<file path="config.mk">
export PLATFORM = sky130hd
export DESIGN_NAME = man_alu_pipe
export DESIGN_NICKNAME = d
export VERILOG_FILES = /design/src/rtl/man_alu_pkg.sv /design/src/rtl/man_alu_seg.sv /design/src/rtl/man_alu_pipe.sv
export SDC_FILE = /design/constraint.sdc
export NUM_CORES = 1
export LEC_CHECK = 0
export CELL_PAD_IN_SITES_DETAIL_PLACEMENT = 0
export CELL_PAD_IN_SITES_GLOBAL_PLACEMENT = 1
export CORE_MARGIN = 4
export CORE_UTILIZATION = 39
export DETAILED_ROUTE_END_ITERATION = 10
export PLACE_DENSITY = 0.81
export SYNTH_ARGS = -nofsm -noshare
export SYNTH_HDL_FRONTEND = slang
export SYNTH_SLANG_ARGS = --single-unit
</file>
<file path="constraint.sdc">
create_clock -name i_clk -period 2.8 [get_ports i_clk]
set_input_delay 0.56 -clock i_clk [delete_from_list [all_inputs] [get_ports i_clk]]
set_output_delay 0.56 -clock i_clk [all_outputs]
set_load 0.05 [all_outputs]
</file>
<file path="src/rtl/man_alu_pkg.sv">
// Shared types and constants for the pipelined mantissa adder/subtractor.
package man_alu_pkg;

  localparam logic OP_ADD = 1'b0;
  localparam logic OP_SUB = 1'b1;

  localparam int SIZE_MAN_DEF  = 28;
  localparam int NUM_STAGE_DEF = 2;

  typedef struct packed {
    logic vld;
    logic eff_sub;
    logic carry;
  } stg_ctl_t;

  function automatic logic eff_sub_f(
    input logic op,
    input logic smax,
    input logic smin
  );
    return (op == OP_SUB) ^ smax ^ smin;
  endfunction

endpackage

</file>
<file path="src/rtl/man_alu_seg.sv">
// One adder segment of the mantissa pipeline.
module man_alu_seg #(
  parameter int W = 14
) (
  input  logic [W-1:0] i_a,
  input  logic [W-1:0] i_b,
  input  logic         i_cin,
  output logic [W-1:0] o_sum,
  output logic         o_cout
);

  assign {o_cout, o_sum} = {1'b0, i_a}
                         + {1'b0, i_b}
                         + {{W{1'b0}}, i_cin};

endmodule

</file>
<file path="src/rtl/man_alu_pipe.sv">
// Segmented, stallable mantissa add/sub pipeline.
// Optional o_zero output: define MAN_ALU_PIPE_ZERO_DET_EN.
module man_alu_pipe
  import man_alu_pkg::*;
#(
  parameter int SIZE_MAN  = SIZE_MAN_DEF,
  parameter int NUM_OP    = 1,
  parameter int NUM_STAGE = NUM_STAGE_DEF
) (
  input  logic                i_clk,
  input  logic                i_rst_n,
  input  logic                i_flush,
  input  logic                i_valid,
  output logic                o_ready,
  input  logic [NUM_OP-1:0]   i_fpu_op,
  input  logic                i_sign_max,
  input  logic                i_sign_min,
  input  logic [SIZE_MAN-1:0] i_man_max,
  input  logic [SIZE_MAN-1:0] i_man_min,
  output logic                o_valid,
  input  logic                i_ready,
  output logic [SIZE_MAN-1:0] o_man_alu,
  output logic                o_overflow,
  output logic                o_eff_sub
`ifdef MAN_ALU_PIPE_ZERO_DET_EN
  ,
  output logic                o_zero
`endif
);

  localparam int SEG = SIZE_MAN / NUM_STAGE;

  logic w_adv;
  logic w_eff;

  assign w_eff = eff_sub_f(i_fpu_op[0], i_sign_max, i_sign_min);
  assign w_adv = ~o_valid | i_ready;
  assign o_ready = w_adv;

  for (genvar k = 0; k < NUM_STAGE; k++) begin : g_stg
    localparam int IW = SIZE_MAN - k * SEG;
    localparam int OW = (k + 1) * SEG;

    logic [IW-1:0]  w_a;
    logic [IW-1:0]  w_b;
    logic           w_cin;
    logic           w_es;
    logic           w_vld;
    logic [SEG-1:0] w_s;
    logic           w_co;
    logic [OW-1:0]  w_sum;

    stg_ctl_t       r_ctl;
    logic [OW-1:0]  r_sum;

    if (k == 0) begin : g_head
      assign w_a   = i_man_max;
      assign w_b   = w_eff ? ~i_man_min : i_man_min;
      assign w_cin = w_eff;
      assign w_es  = w_eff;
      assign w_vld = i_valid;
      assign w_sum = w_s;
    end else begin : g_body
      // Upper operand bits arrive pre-shifted: this segment sits at bit 0.
      assign w_a   = g_stg[k-1].g_fwd.r_a;
      assign w_b   = g_stg[k-1].g_fwd.r_b;
      assign w_cin = g_stg[k-1].r_ctl.carry;
      assign w_es  = g_stg[k-1].r_ctl.eff_sub;
      assign w_vld = g_stg[k-1].r_ctl.vld;
      assign w_sum = {w_s, g_stg[k-1].r_sum};
    end

    man_alu_seg #(
      .W(SEG)
    ) u_seg (
      .i_a   (w_a[SEG-1:0]),
      .i_b   (w_b[SEG-1:0]),
      .i_cin (w_cin),
      .o_sum (w_s),
      .o_cout(w_co)
    );

    always_ff @(posedge i_clk or negedge i_rst_n) begin
      if (!i_rst_n) begin
        r_ctl <= '0;
        r_sum <= '0;
      end else if (w_adv) begin
        r_ctl <= '{vld: w_vld & ~i_flush,
                   eff_sub: w_es,
                   carry: w_co};
        r_sum <= w_sum;
      end else if (i_flush) begin
        r_ctl.vld <= 1'b0;
      end
    end

    if (k < NUM_STAGE - 1) begin : g_fwd
      logic [IW-SEG-1:0] r_a;
      logic [IW-SEG-1:0] r_b;

      always_ff @(posedge i_clk or negedge i_rst_n) begin
        if (!i_rst_n) begin
          r_a <= '0;
          r_b <= '0;
        end else if (w_adv) begin
          r_a <= w_a[IW-1:SEG];
          r_b <= w_b[IW-1:SEG];
        end
      end
    end
  end

  assign o_valid    = g_stg[NUM_STAGE-1].r_ctl.vld;
  assign o_man_alu  = g_stg[NUM_STAGE-1].r_sum;
  assign o_eff_sub  = g_stg[NUM_STAGE-1].r_ctl.eff_sub;
  assign o_overflow = g_stg[NUM_STAGE-1].r_ctl.carry
                    & ~g_stg[NUM_STAGE-1].r_ctl.eff_sub;

`ifdef MAN_ALU_PIPE_ZERO_DET_EN
  logic r_zero;

  always_ff @(posedge i_clk or negedge i_rst_n) begin
    if (!i_rst_n) begin
      r_zero <= 1'b0;
    end else if (w_adv) begin
      r_zero <= (g_stg[NUM_STAGE-1].w_sum == '0);
    end
  end

  assign o_zero = r_zero;
`endif

endmodule
</file>
==> impl_metrics.toml, run 1 <==
[drt]
wl_met1_mm = 4.91
drt_first_pass_iters = 5
wl_mm = 11.5
highest_layer = "met4"
wl_met3_um = 600
wl_per_cell_um = 14.1
ant_nets = 0
vias = 4103
drtIter0Drc = 210
vias_per_cell = 5.05
drc_errors = 0
wl_met2_mm = 5.75

[placed_design]
hpwl_mm = 8.47
place_ws_ns = -0.689
place_congestion = 0.847
port_buffers = 95

[yosys]
yosysUniqueCellTypes = 54
synthFlopType = "dfrtp_1"
avgSynthCellArea_sq_um = 8.84
syn_inst = 517
synth-seq-cells = 76
ys_seq_area_share_pct = 41.6
synth_nets = 612
synth_area_sq_mm = 0.00457
synthArstFlopShare_pct = 100
ys_warn_count = 0
synth-edff-count = 0

[min_path]
hold_path_class = "primary input to async pin"

[power_and_ir_drop]
p_switching_mw = 2.33
swShare_pct = 40.9
ir_worst_vdd_mv = 0.640
leakagePower_nw = 2.96
p_seq_share_pct = 29.2
powerDensity_mw_per_mm2 = 861
p_int_mw = 3.37
combPwrFrac_pct = 50.7
clock_power_share_pct = 20.1

[setup_path]
cp_common_cell = "buf_6"
crit_path_start_kind = "primary input"
worst_path_max_delay_cell = "xnor3_2"
worstPathRequired_ns = 3.01
crit_chain = "buf_6, xnor3_2, buf_6, xnor2_4, fa_2, a21o_1, a221oi_4, o211ai_1, a221oi_2, o21ai_1"
cp_num_buf_inv = 2
crit_arrival_ns = 2.89
cp_top_family = "compound AO/OA/AOI/OAI gates"
crit_path_max_fanout = 6
crit_type = "primary input to flop"
cpPeakStageDelay_ns = 0.50
endpoint_kind = "flop"

[timing]
timing.final.crit_share_pct = 95.5
worst_slack_ns = 0.127
fin_worst_skew_ns = 0.00560
tightestPinTransition_ns = 0.685
timing.fmax_mhz = 374
post-route-min-period_ns = 2.67
rsz0062_at_grt = "yes"
setup_tns_ns = 0
finalMaxSlewViolations = 0
whs_ns = 0.271
slew_headroom_pct = 54.3
hold_violations = 0
setup-violations-final = 0

[floorplan]
die-width_um = 116
start_util_pct = 39.8
die_area_sq_mm = 0.0135
coreArea_sq_mm = 0.0115
ios = 96
rows = 39
die_y_um = 116

[flow_run]
maxCapViolations = 0

[layout]
drive_gt1_share_pct = 17.2
final_common_cell = "nand2_1"
final_nets = 760
antenna_cells = 0
layout_common_cells = "nand2_1, clkdlybuf4s50_1, dfrtp_1, buf_4, o21ai_0"
syn_to_final_growth_pct = 44.9

[cts]
insertion_delay_ns = 0.34
cts_buffer_depth = 2
h-tree-depth = 3
cts_tree = "built"
postCtsHoldBufs = 0
cts_sinks = 76
clock-root-buffer = "clkbuf_16"
cts_made_buffers = 9
clkTransAtPathRegs_ns = 0.06

[global_routing]
grt_max_degree = 93
overflow = 0
grt_use_total_pct = 18.2
grt_pass1_wl_mm = 19.6
antenna_found_initial = 0
grt_pass1_vias = 4168

[run_status]
outcome = "finished, final reports clean"
==> flip-flops by register name, summed over array words and instances (netlist names) <==
name and count:
g_stg.g_fwd.r_a 14, g_stg.g_fwd.r_b 14, g_stg.r_ctl 1, g_stg.r_sum 14, g_stg.w_cin 1, g_stg.w_es 1
g_stg.w_vld 1, o_eff_sub 1, o_man_alu 28, o_valid 1
==> worst register-to-register path: stages (launching register included) <==
cell	delay, ns
dfrtp_1	0.40
fa_1	0.23
inv_1	0.06
fa_1	0.40
nand2b_1	0.20
a21oi_1	0.31
o221ai_1	0.23
a31o_2	0.28
a21oi_1	0.15
==> per-stage QoR <==
| step | std cells | power, mW | cell area, sq um | util, % |
|---|---|---|---|---|
| final | 813 | 5.70 | 6620 | 57.7 |
| after CTS | 812 | 5.71 | 6560 | 57.2 |
| after global placement | 782 | 4.38 | 6050 | 52.8 |
| after floorplan | 517 | 3.42 | 4610 | - |
| after detailed placement | 782 | 4.43 | 6050 | 52.8 |
| after global routing | 813 | 6.08 | 6620 | 57.7 |
==> synth_stat cells (all sizes together), types with 2 or more instances <==
cell type,number,area [sq um]
or2,2,12.5
a21oi,32,164
dfrtp,76,1900
a221oi,4,58.8
a2111oi,3,38.8
fa,3,60.1
a21o,12,90.1
o22ai,4,25.0
nor4,4,25.0
ha,28,350
nor2b,3,18.8
clkbuf,9,33.8
nand3,6,35.0
o2111a,2,22.5
nand2b,3,18.8
and2,3,18.8
nand3b,2,15.0
nor3,12,60.1
o211ai,5,37.5
o21ai,33,165
o21a,5,37.5
buf,14,62.6
nand4,5,31.3
and3,3,18.8
inv,6,22.5
nand2,143,537
xnor2,19,166
a311oi,3,26.3
a211oi,4,30.0
xor2,21,184
a21boi,2,15.0
mux2i,5,50.1
o31ai,3,27.5
nor2,26,97.6
==> cell families (layout without fill, tap and decap cells) <==
family                   count (synthesis)  in the layout  share of synthesized area, %
AND/OR/NAND/NOR                        215            215                          20.0
flip-flops                              76             76                          41.6
multiplexers                             5              5                          1.10
buffers and inverters                   30            183                          2.68
adder cells (fa/ha/maj)                 31             31                          8.98
XOR/XNOR                                41             41                          8.16
AO/OA/AOI/OAI                          119            119                          17.5
==> per-layer routing <==
layer	vias up	global-route usage, %
met5	-	0
met4	0	5.41
met3	20	4.87
met2	100	30.7
met1	1893	22.8
li1	2090	-
==> power groups by stage <==
stage | clock (mW) | combinational (mW) | sequential, mW
floorplan | 0 | 1.10 | 2.32
global placement | 0 | 2.70 | 1.67
finish | 1.15 | 2.89 | 1.66
detailed placement | 0 | 2.75 | 1.68
CTS | 1.17 | 2.87 | 1.67
global route | 1.22 | 3.15 | 1.71
==> final cells by class <==
cell class | count | area (sq um)
Multi-Input combinational cell | 411 | 2710
Clock inverter | 6 | 63.8
Sequential cell | 76 | 1900
Clock buffer | 10 | 229
Tap cell | 143 | 179
Inverter | 7 | 26.3
Timing Repair Buffer | 160 | 1510
Fill cell | 1013 | 4850
==> final timing paths <==
check	slack [ns]	from	cells past startpoint	to
setup / recovery	0.13	i_sign_min	10	g_stg[1].w_cin
hold / removal	0.27	i_rst_n	1	g_stg[0].g_fwd.r_a[7]
setup reg to reg	0.47	g_stg[1].w_cin	8	g_stg[1].r_ctl[0]
hold reg to reg	0.46	o_man_alu[1]	2	o_man_alu[1]
max in group asynchronous	1.94	i_rst_n	2	g_stg[0].r_sum[13]
min in group i_clk	0.46	o_man_alu[1]	2	o_man_alu[1]
==> timing repair <==
action | CTS | global route
gates resized for setup | 23 | 10
pin swaps | 22 | 14
setup buffers | 13 | 1
endpoints found under the setup margin | 10 | 7
cloned | 1 | 0
Note: power is estimated with default switching activity, not from simulation.
==> run 2, diff against run 1 <==
--- a/config.mk
+++ b/config.mk
@@ -5,10 +5,11 @@
 export SDC_FILE = /design/constraint.sdc
 export NUM_CORES = 1
 export LEC_CHECK = 0
+export ABC_AREA = 1
 export CELL_PAD_IN_SITES_DETAIL_PLACEMENT = 0
 export CELL_PAD_IN_SITES_GLOBAL_PLACEMENT = 1
-export CORE_MARGIN = 4
-export CORE_UTILIZATION = 39
+export CORE_MARGIN = 2
+export CORE_UTILIZATION = 38
 export DETAILED_ROUTE_END_ITERATION = 10
 export PLACE_DENSITY = 0.81
 export SYNTH_ARGS = -nofsm -noshare
==> run 2 against run 1 <==
The run now ends with DRC left. Synthesized area fell by 1.3%. Clock power rose by 6%. First-iteration DRC count rose by 36%. Die area fell by 5.6%. Combinational power fell by 25%. Wire length fell by 6.4%. Sequential cell count did not move. Utilization fell by 4.8 points. Critical path depth rose by 5. Register-to-register slack improved by 0.29 ns. Largest cell class unchanged. Largest power group unchanged.
==> impl_metrics.toml, run 2 <==
[placed_design]
post_dp_cell_area_sq_mm = 0.00576
place_congestion = 0.845
hpwl_mm = 7.77
port_buffers = 95
dp.cells = 811

[layout]
layout_common_cells = "nand2_1, clkdlybuf4s50_1, dfrtp_1, o21ai_0, inv_1"
fin_area_sq_mm = 0.00610
drive_gt1_share_pct = 8.92
antenna_cells = 0
final_common_cell = "nand2_1"
largest_register_ffs = 28
final_nets = 774
n_fill_cell = 1138
syn_to_final_growth_pct = 35.2
final_cells = 827

[global_routing]
overflow = 0
grt_max_degree = 97
grt_use_total_pct = 17.8
antenna_found_initial = 0
grt_pass1_vias = 4103
grt_pass1_wl_mm = 18.7

[cts]
cts_buffer_depth = 2
cts_setup_buffers = 0
insertion_delay_ns = 0.33
clkTransAtPathRegs_ns = 0.06
cts_tree = "built"
postCtsHoldBufs = 0
h-tree-depth = 3
cts_sinks = 76
clock-root-buffer = "clkbuf_16"
cts_resized = 0
cts_made_buffers = 9

[power_and_ir_drop]
finalPower_mw = 4.98
leakagePower_nw = 2.86
ir_worst_vdd_mv = 0.319
powerDensity_mw_per_mm2 = 816

[floorplan]
die-width_um = 113
start_util_pct = 39.2
die_y_um = 113
coreArea_sq_mm = 0.0115
die_area_sq_mm = 0.0128
ios = 96
rows = 39

[yosys]
avgSynthCellArea_sq_um = 8.01
synth_top_area_share_pct = 42.2
synthFlopType = "dfrtp_1"
synth-edff-count = 0
synth_area_sq_mm = 0.00451
synth_top_cell_by_area = "dfrtp_1"
synthArstFlopShare_pct = 100
synth_nets = 658
synth_most_common_cell = "nand2_1"
synth_area_leaders = "dfrtp_1, nand2_1, ha_1"
yosysUniqueCellTypes = 35
syn_inst = 563
synth-seq-cells = 76
synth_commonest_cells = "nand2_1, dfrtp_1, o21ai_0"
ys_seq_area_share_pct = 42.2
ys_warn_count = 0

[min_path]
hold_path_class = "primary input to async pin"

[setup_path]
rrSetupSlack_ns = 0.76
worstPathRequired_ns = 3.00
crit_type = "primary input to flop"
crit_arrival_ns = 2.79
crit_path_max_fanout = 15
endpoint_kind = "flop"
crit_path_start_kind = "primary input"

[timing]
setup-violations-final = 0
post-route-min-period_ns = 2.60
slew_headroom_pct = 36.5
fin_worst_skew_ns = 0.00528
timing.final.crit_share_pct = 92.7
tightestPinTransition_ns = 0.953
rsz0062_at_grt = "no"
hold_violations = 0
timing.fmax_mhz = 385
finalMaxSlewViolations = 0

[run_status]
outcome = "finished with violations"
failed_checks = "DRC"

[drt]
wl_mm = 10.8
ant_nets = 0
drc_errors = 4
drtIter0Drc = 285
vias = 4016
wl_per_cell_um = 13.0
vias_per_cell = 4.86
drt_first_pass_iters = 7

[flow_run]
maxCapViolations = 0
## run 2: worst paths after layout
check	to	start	depth (start not counted)
min in group i_clk	o_man_alu[3]	g_stg[0].r_sum[3]	2
worst min-delay path	g_stg[0].g_fwd.r_b[5]	i_rst_n	1
worst max register to register	o_man_alu[26]	g_stg[1].w_cin	8
worst min register to register	o_man_alu[3]	g_stg[0].r_sum[3]	2
max in group asynchronous	g_stg[0].r_sum[13]	i_rst_n	1
worst max-delay path	g_stg[0].r_sum[10]	i_sign_min	15
## run 2: critical path, stage by stage
cell and delay, ns:
clkdlybuf4s50_1 0.48, inv_1 0.04, nand2_1 0.08, nand2_1 0.10, nand2_4 0.10, nand2_8 0.11, xnor2_1 0.15, ha_1 0.35
nand2_1 0.11, nor2_1 0.17, nand3_1 0.17, nand3_1 0.16, nand2_1 0.06, nand3_1 0.06, o21ai_0 0.08
## run 2: logic make-up after synthesis
family | share of synthesized area [%]
AO/OA/AOI/OAI | 11.2
AND/OR/NAND/NOR | 24.5
XOR/XNOR | 7.38
flip-flops | 42.2
adder cells (fa/ha/maj) | 9.10
buffers and inverters | 5.63
## run 2: where the power goes
part	leakage, nW	switching, mW	internal (mW)	total (mW)
clock network	0.158	0.439	0.785	1.22
registers	0.895	0.172	1.40	1.57
logic	1.81	1.36	0.826	2.18
total	2.86	1.97	3.01	4.98
## run 2: layout make-up
cell class | instances | area, sq um | share of cell area (%)
Tap cell | 143 | 179 | 2.93
Timing Repair Buffer | 123 | 1160 | 19.0
Clock buffer | 13 | 280 | 4.60
Multi-Input combinational cell | 425 | 2370 | 38.9
Clock inverter | 3 | 42.5 | 0.698
Sequential cell | 76 | 1900 | 31.2
Inverter | 44 | 165 | 2.71
## run 2: through the flow
stage / worst slack [ns] / util, % / TNS (ns) / hold WS (ns)
after floorplan: 0.377 / - / 0 / 0.264
after global placement: -0.0698 / 50.0 / -0.313 / 0.452
after detailed placement: -0.122 / 50.0 / -0.834 / 0.457
after CTS: 0.221 / 52.8 / 0 / 0.421
after global routing: 0.00536 / 53.0 / 0 / 0.475
final: 0.204 / 53.0 / 0 / 0.371
## run 2: routing by layer
metal	global-route usage [%]	vias up	wire, um
li1	-	2057	-
met2	30.4	81	5140
met4	7.97	0	291
met1	22.7	1853	4920
met3	2.41	25	406
met5	0	-	0
==> run 3, diff against run 2 <==
--- a/config.mk
+++ b/config.mk
@@ -5,11 +5,10 @@
 export SDC_FILE = /design/constraint.sdc
 export NUM_CORES = 1
 export LEC_CHECK = 0
-export ABC_AREA = 1
 export CELL_PAD_IN_SITES_DETAIL_PLACEMENT = 0
 export CELL_PAD_IN_SITES_GLOBAL_PLACEMENT = 1
 export CORE_MARGIN = 2
-export CORE_UTILIZATION = 38
+export CORE_UTILIZATION = 39
 export DETAILED_ROUTE_END_ITERATION = 10
 export PLACE_DENSITY = 0.81
 export SYNTH_ARGS = -nofsm -noshare
==> run 3 against run 2 <==
The run now ends clean. Via count is 1.6% higher. Die area decreased by 1.2%. Sequential share of layout area down 2.1 points. Power increased by 14%. Global-route usage rose by 0.54 points. Non-clock buffer count is 32 higher. First-iteration DRC count shrank 29%. Wire length increased by 5.4%. Critical path type unchanged.
==> impl_metrics.toml, run 3 (synthesis results as in run 1) <==
[setup_path]
cp_top_family = "XOR/XNOR gates"
endpoint_kind = "flop"
crit_arrival_ns = 2.90
regToRegStartpoint = "g_stg[1].w_cin"
crit_chain = "clkbuf_2, xnor3_2, buf_4, xnor2_2, ha_4, a21o_1, a221oi_4, o211ai_1, buf_4, xnor2_1, a21oi_1"
cp_common_cell = "buf_4"
crit_type = "primary input to flop"
rrSetupSlack_ns = 0.42
worstPathRequired_ns = 3.02
crit_path_max_fanout = 7
rr_endpoint = "g_stg[1].r_ctl[0]"
crit_path_start_kind = "primary input"
cp_num_buf_inv = 3
cpPeakStageDelay_ns = 0.53
worst_path_max_delay_cell = "xnor3_2"
ff2ff_path_depth = 8

[drt]
vias_per_cell = 5.06
drt_first_pass_iters = 6
wl_mm = 11.3
wl_per_cell_um = 14.0
drc_errors = 0
drtIter0Drc = 201
vias = 4082
ant_nets = 0

[layout]
n_fill_cell = 1077
layout_common_cells = "nand2_1, clkdlybuf4s50_1, dfrtp_1, buf_4, o21ai_0"
antenna_cells = 0
fin_area_sq_mm = 0.00653
final_common_cell = "nand2_1"
syn_to_final_growth_pct = 42.9
largest_register_ffs = 28
drive_gt1_share_pct = 16.4
final_nets = 755

[cts]
cts_buffer_depth = 2
cts_made_buffers = 9
cts_sinks = 76
cts_tree = "built"
clock-root-buffer = "clkbuf_16"
h-tree-depth = 3
postCtsHoldBufs = 0
insertion_delay_ns = 0.34
clkTransAtPathRegs_ns = 0.06

[placed_design]
place_congestion = 0.804
place_ws_ns = -0.667
post_dp_cell_area_sq_mm = 0.00607
hpwl_mm = 8.37
port_buffers = 95

[floorplan]
die_y_um = 112
rows = 39
die_area_sq_mm = 0.0126
start_util_pct = 40.0
coreArea_sq_mm = 0.0114
die-width_um = 112
ios = 96

[global_routing]
antenna_found_initial = 0
grt_max_degree = 93
grt_use_total_pct = 18.4
grt_pass1_vias = 3996
grt_pass1_wl_mm = 18.9
overflow = 0

[timing]
slew_headroom_pct = 35.4
fin_worst_skew_ns = 0.00654
rsz0062_at_grt = "no"
tightestPinTransition_ns = 0.968
hold_violations = 0
finalMaxSlewViolations = 0
timing.final.crit_share_pct = 95.8
timing.fmax_mhz = 373
setup_tns_ns = 0
post-route-min-period_ns = 2.68
worst_slack_ns = 0.118
whs_ns = 0.385
setup-violations-final = 0

[run_status]
outcome = "finished, final reports clean"

[min_path]
hold_path_class = "primary input to async pin"

[power_and_ir_drop]
ir_worst_vdd_mv = 0.455
leakagePower_nw = 2.92
powerDensity_mw_per_mm2 = 867

[flow_run]
maxCapViolations = 0
run 3: cell count changes in the layout (fill, tap and decap cells not counted), moves of 6 or more:
cell,delta
o21ai_1,-6
nand2_1,-42
nor3_1,+6
nand3_1,-26
buf_4,+27
a21o_1,+12
inv_1,-37
o21ai_0,-13
run 3: how the worst max path moves through the flow:
stage | depth (start not counted) | startpoint | end | slack [ns]
2_1_floorplan | 10 | i_sign_min | g_stg[1].w_cin | -0.18
3_3_place_gp | 10 | i_sign_min | g_stg[0].r_sum[11] | -0.59
3_5_place_dp | 10 | i_sign_min | g_stg[0].r_sum[11] | -0.67
4_1_cts | 9 | i_sign_max | g_stg[1].w_cin | 0.009
5_1_grt | 11 | i_sign_min | g_stg[0].r_sum[13] | 0.03
6_report | 11 | i_sign_min | g_stg[0].r_sum[10] | 0.12
run 3: metal layers:
layer  global-route usage, %  vias up  part of all wire (%)
li1                        -     2069                     -
met1                    23.8     1896                    46
met2                    30.1       94                    47
met3                    3.83       23                   3.8
met4                    7.32        0                   2.4
met5                       0        -                     0
run 3: stage by stage:
stage               power, mW  utilization, %  std cells
floorplan                3.42               -        517
global placement         4.39            53.2        784
detailed placement       4.45            53.2        784
CTS                      5.64            56.1        803
global route             6.02            57.2        807
finish                   5.66            57.2        807
run 3: power by group:
group          switching, mW  leakage (nW)  internal [mW]
Clock                  0.436         0.138          0.707
Combinational           1.67          1.89           1.19
Sequential             0.207         0.889           1.45
Total                   2.31          2.92           3.35
run 3: worst register-to-register path: stages (launching register included):
cell and delay (ns):
dfrtp_1 0.38, fa_1 0.22, inv_1 0.06, fa_1 0.39, nand2b_1 0.18, a21oi_1 0.37
o221ai_1 0.27, a31o_2 0.29, a21oi_1 0.14
run 3: what timing repair did:
item                                   in CTS  in global routing
gates resized for setup                     9                 21
setup endpoints to repair                  10                  7
cloned                                      0                  0
buffers inserted                            4                  4
pin swaps                                   9                  9
endpoints found under the hold margin       0                  0
run 3: cell type report:
class	count	area, sq um	area share [%]
flip-flops and latches	76	1900	29.1
clock inverters	4	50.0	0.767
clock buffers	11	243	3.72
repair buffers	155	1440	22.1
well taps	143	179	2.74
multi-input cells	411	2680	41.1
inverters	7	26.3	0.403
==> edit: new RTL, flow settings as in run 3 <==
Change the package constant `NUM_STAGE_DEF` from 2 to 1.
--- a/src/rtl/man_alu_pkg.sv
+++ b/src/rtl/man_alu_pkg.sv
@@ -7,3 +7,3 @@
   localparam int SIZE_MAN_DEF  = 28;
-  localparam int NUM_STAGE_DEF = 2;
+  localparam int NUM_STAGE_DEF = 1;
 
Check against the original RTL: not equivalent (a bounded check fails within 4 cycles, from zero or initial values and one cycle with i_rst_n low).
==> edit against run 3 <==
Fmax shrank 15%; cell count fell by 16%; critical path depth increased by 5; sequential cell count decreased by 45; critical endpoint is now o_man_alu[23]; routed wire length decreased by 5.5%; non-clock buffer count increased by 62; global-route usage increased by 6.1 points; final area down 12%; the flow now finishes with violations (setup timing); synthesized cell count decreased by 29%; area after synthesis decreased by 35%; setup slack worse by 0.48 ns; power down 18%; sequential share of layout area down 16 points; die area is 34% lower.
==> edit: results (changes against run 3) <==
{| class="wikitable"
! Metric !! Value
|-
| Status || finished, violations left (was finished, final reports clean)
|-
| Violations in the final reports || setup timing
|-
| Distinct cells, synth || 47 (was 54)
|-
| Number of endpoints failing setup at the final stage || 22 (was 0)
|-
| Final cell count without fillers || 678 (was 807)
|-
| Number of fillers in the final layout || 474 (was 1077)
|-
| Synthesized Nets || 462 (was 612)
|-
| Leakage power || 2.47 nW (was 2.92 nW)
|-
| Final worst-path setup slack || -0.366 ns (was 0.118 ns)
|-
| Share of cells above drive strength 1 || 38.7% (was 16.4%)
|-
| Avg Synthesized Cell Area || 8.09 µm² (was 8.84 µm²)
|-
| Clock latency at the later pin of the worst-skew pair || 0.29 ns (was 0.34 ns)
|-
| Crit path from || i_fpu_op (was i_sign_min)
|-
| Metal1 wirelength || 4740 µm (was 5240 µm)
|-
| R2r setup slk || 1.01 ns (was 0.42 ns)
|-
| Worst slew margin relative to its limit || 64.7% (was 35.4%)
|-
| Critical-path maximum fanout || 4 (was 7)
|-
| Cell depth of the worst flop-to-flop path || 6 (was 8)
|-
| Met1 track utilization from global routing || 34.0% (was 23.8%)
|-
| Iter 0 DRT Violations || 240 (was 201)
|-
| Overall routing resource usage || 24.4% (was 18.4%)
|-
| Number of buffers created by CTS || 5 (was 9)
|-
| Most common library cells after synthesis || 45 x sky130_fd_sc_hd__a21oi_1, 39 x sky130_fd_sc_hd__nand2_1, 36 x sky130_fd_sc_hd__nor2_1 (was 143 x sky130_fd_sc_hd__nand2_1, 76 x sky130_fd_sc_hd__dfrtp_1, 33 x sky130_fd_sc_hd__o21ai_0)
|-
| Crit Reg-Reg Endpoint || o_man_alu[16] (was g_stg[1].r_ctl[0])
|-
| Routed length per placed instance || 15.8 µm (was 14.0 µm)
|-
| Type of the worst min-delay path || register to register (was primary input to async pin)
|-
| Leading cell types by total area after synthesis || sky130_fd_sc_hd__dfrtp_1 26%, sky130_fd_sc_hd__ha_1 12%, sky130_fd_sc_hd__xnor2_1 10% (was sky130_fd_sc_hd__dfrtp_1 42%, sky130_fd_sc_hd__nand2_1 12%, sky130_fd_sc_hd__ha_1 7.7%)
|-
| Final layout net count || 672 (was 755)
|-
| Global-route track usage on met3 || 3.82% (was 3.83%)
|-
| Placed Instances || 636 (was 784)
|-
| Hold Worst Slack || 0.479 ns (was 0.385 ns)
|-
| Longest individual stage delay on the worst path || 0.50 ns (was 0.53 ns)
|-
| Setup crit end || o_man_alu[23] (was g_stg[0].r_sum[10])
|-
| Post_cts resized || 77 (was 9)
|-
| Portion of the post-synthesis area used by sequential elements || 26.1% (was 41.6%)
|-
| Routed via count || 3629 (was 4082)
|-
| Met2 track utilization from global routing || 40.1% (was 30.1%)
|-
| Buffer type at the clock tree root || sky130_fd_sc_hd__clkbuf_8 (was sky130_fd_sc_hd__clkbuf_16)
|-
| Area of all placed cells without fillers || 5710 µm² (was 6530 µm²)
|}
-- edit: cell type report --
cell class / instances / share of cell area (%)
Clock buffer: 8 / 1.75
Inverter: 7 / 0.460
Multi-Input combinational cell: 316 / 47.7
Sequential cell: 31 / 13.6
Tap cell: 99 / 2.17
Timing Repair Buffer: 217 / 34.3
-- edit: where the power goes --
| group | total (mW) | leakage [nW] | switching [mW] | internal (mW) |
|---|---|---|---|---|
| Combinational | 3.47 | 2.06 | 1.92 | 1.55 |
| Sequential | 0.770 | 0.361 | 0.122 | 0.648 |
| Clock | 0.397 | 0.0515 | 0.173 | 0.224 |
| Total | 4.64 | 2.47 | 2.22 | 2.42 |
-- edit: cell families (layout without fill, tap and decap cells) --
logic type	Yosys count	after routing	synth area share, %
AOI/OAI and AO/OA	120	120	25.5
and+or+nand+nor	115	115	17.4
adders and majority gates	30	30	12.9
buffers and inverters	22	232	2.94
DFF	31	31	26.1
xor gates and xnor gates	50	51	15.2
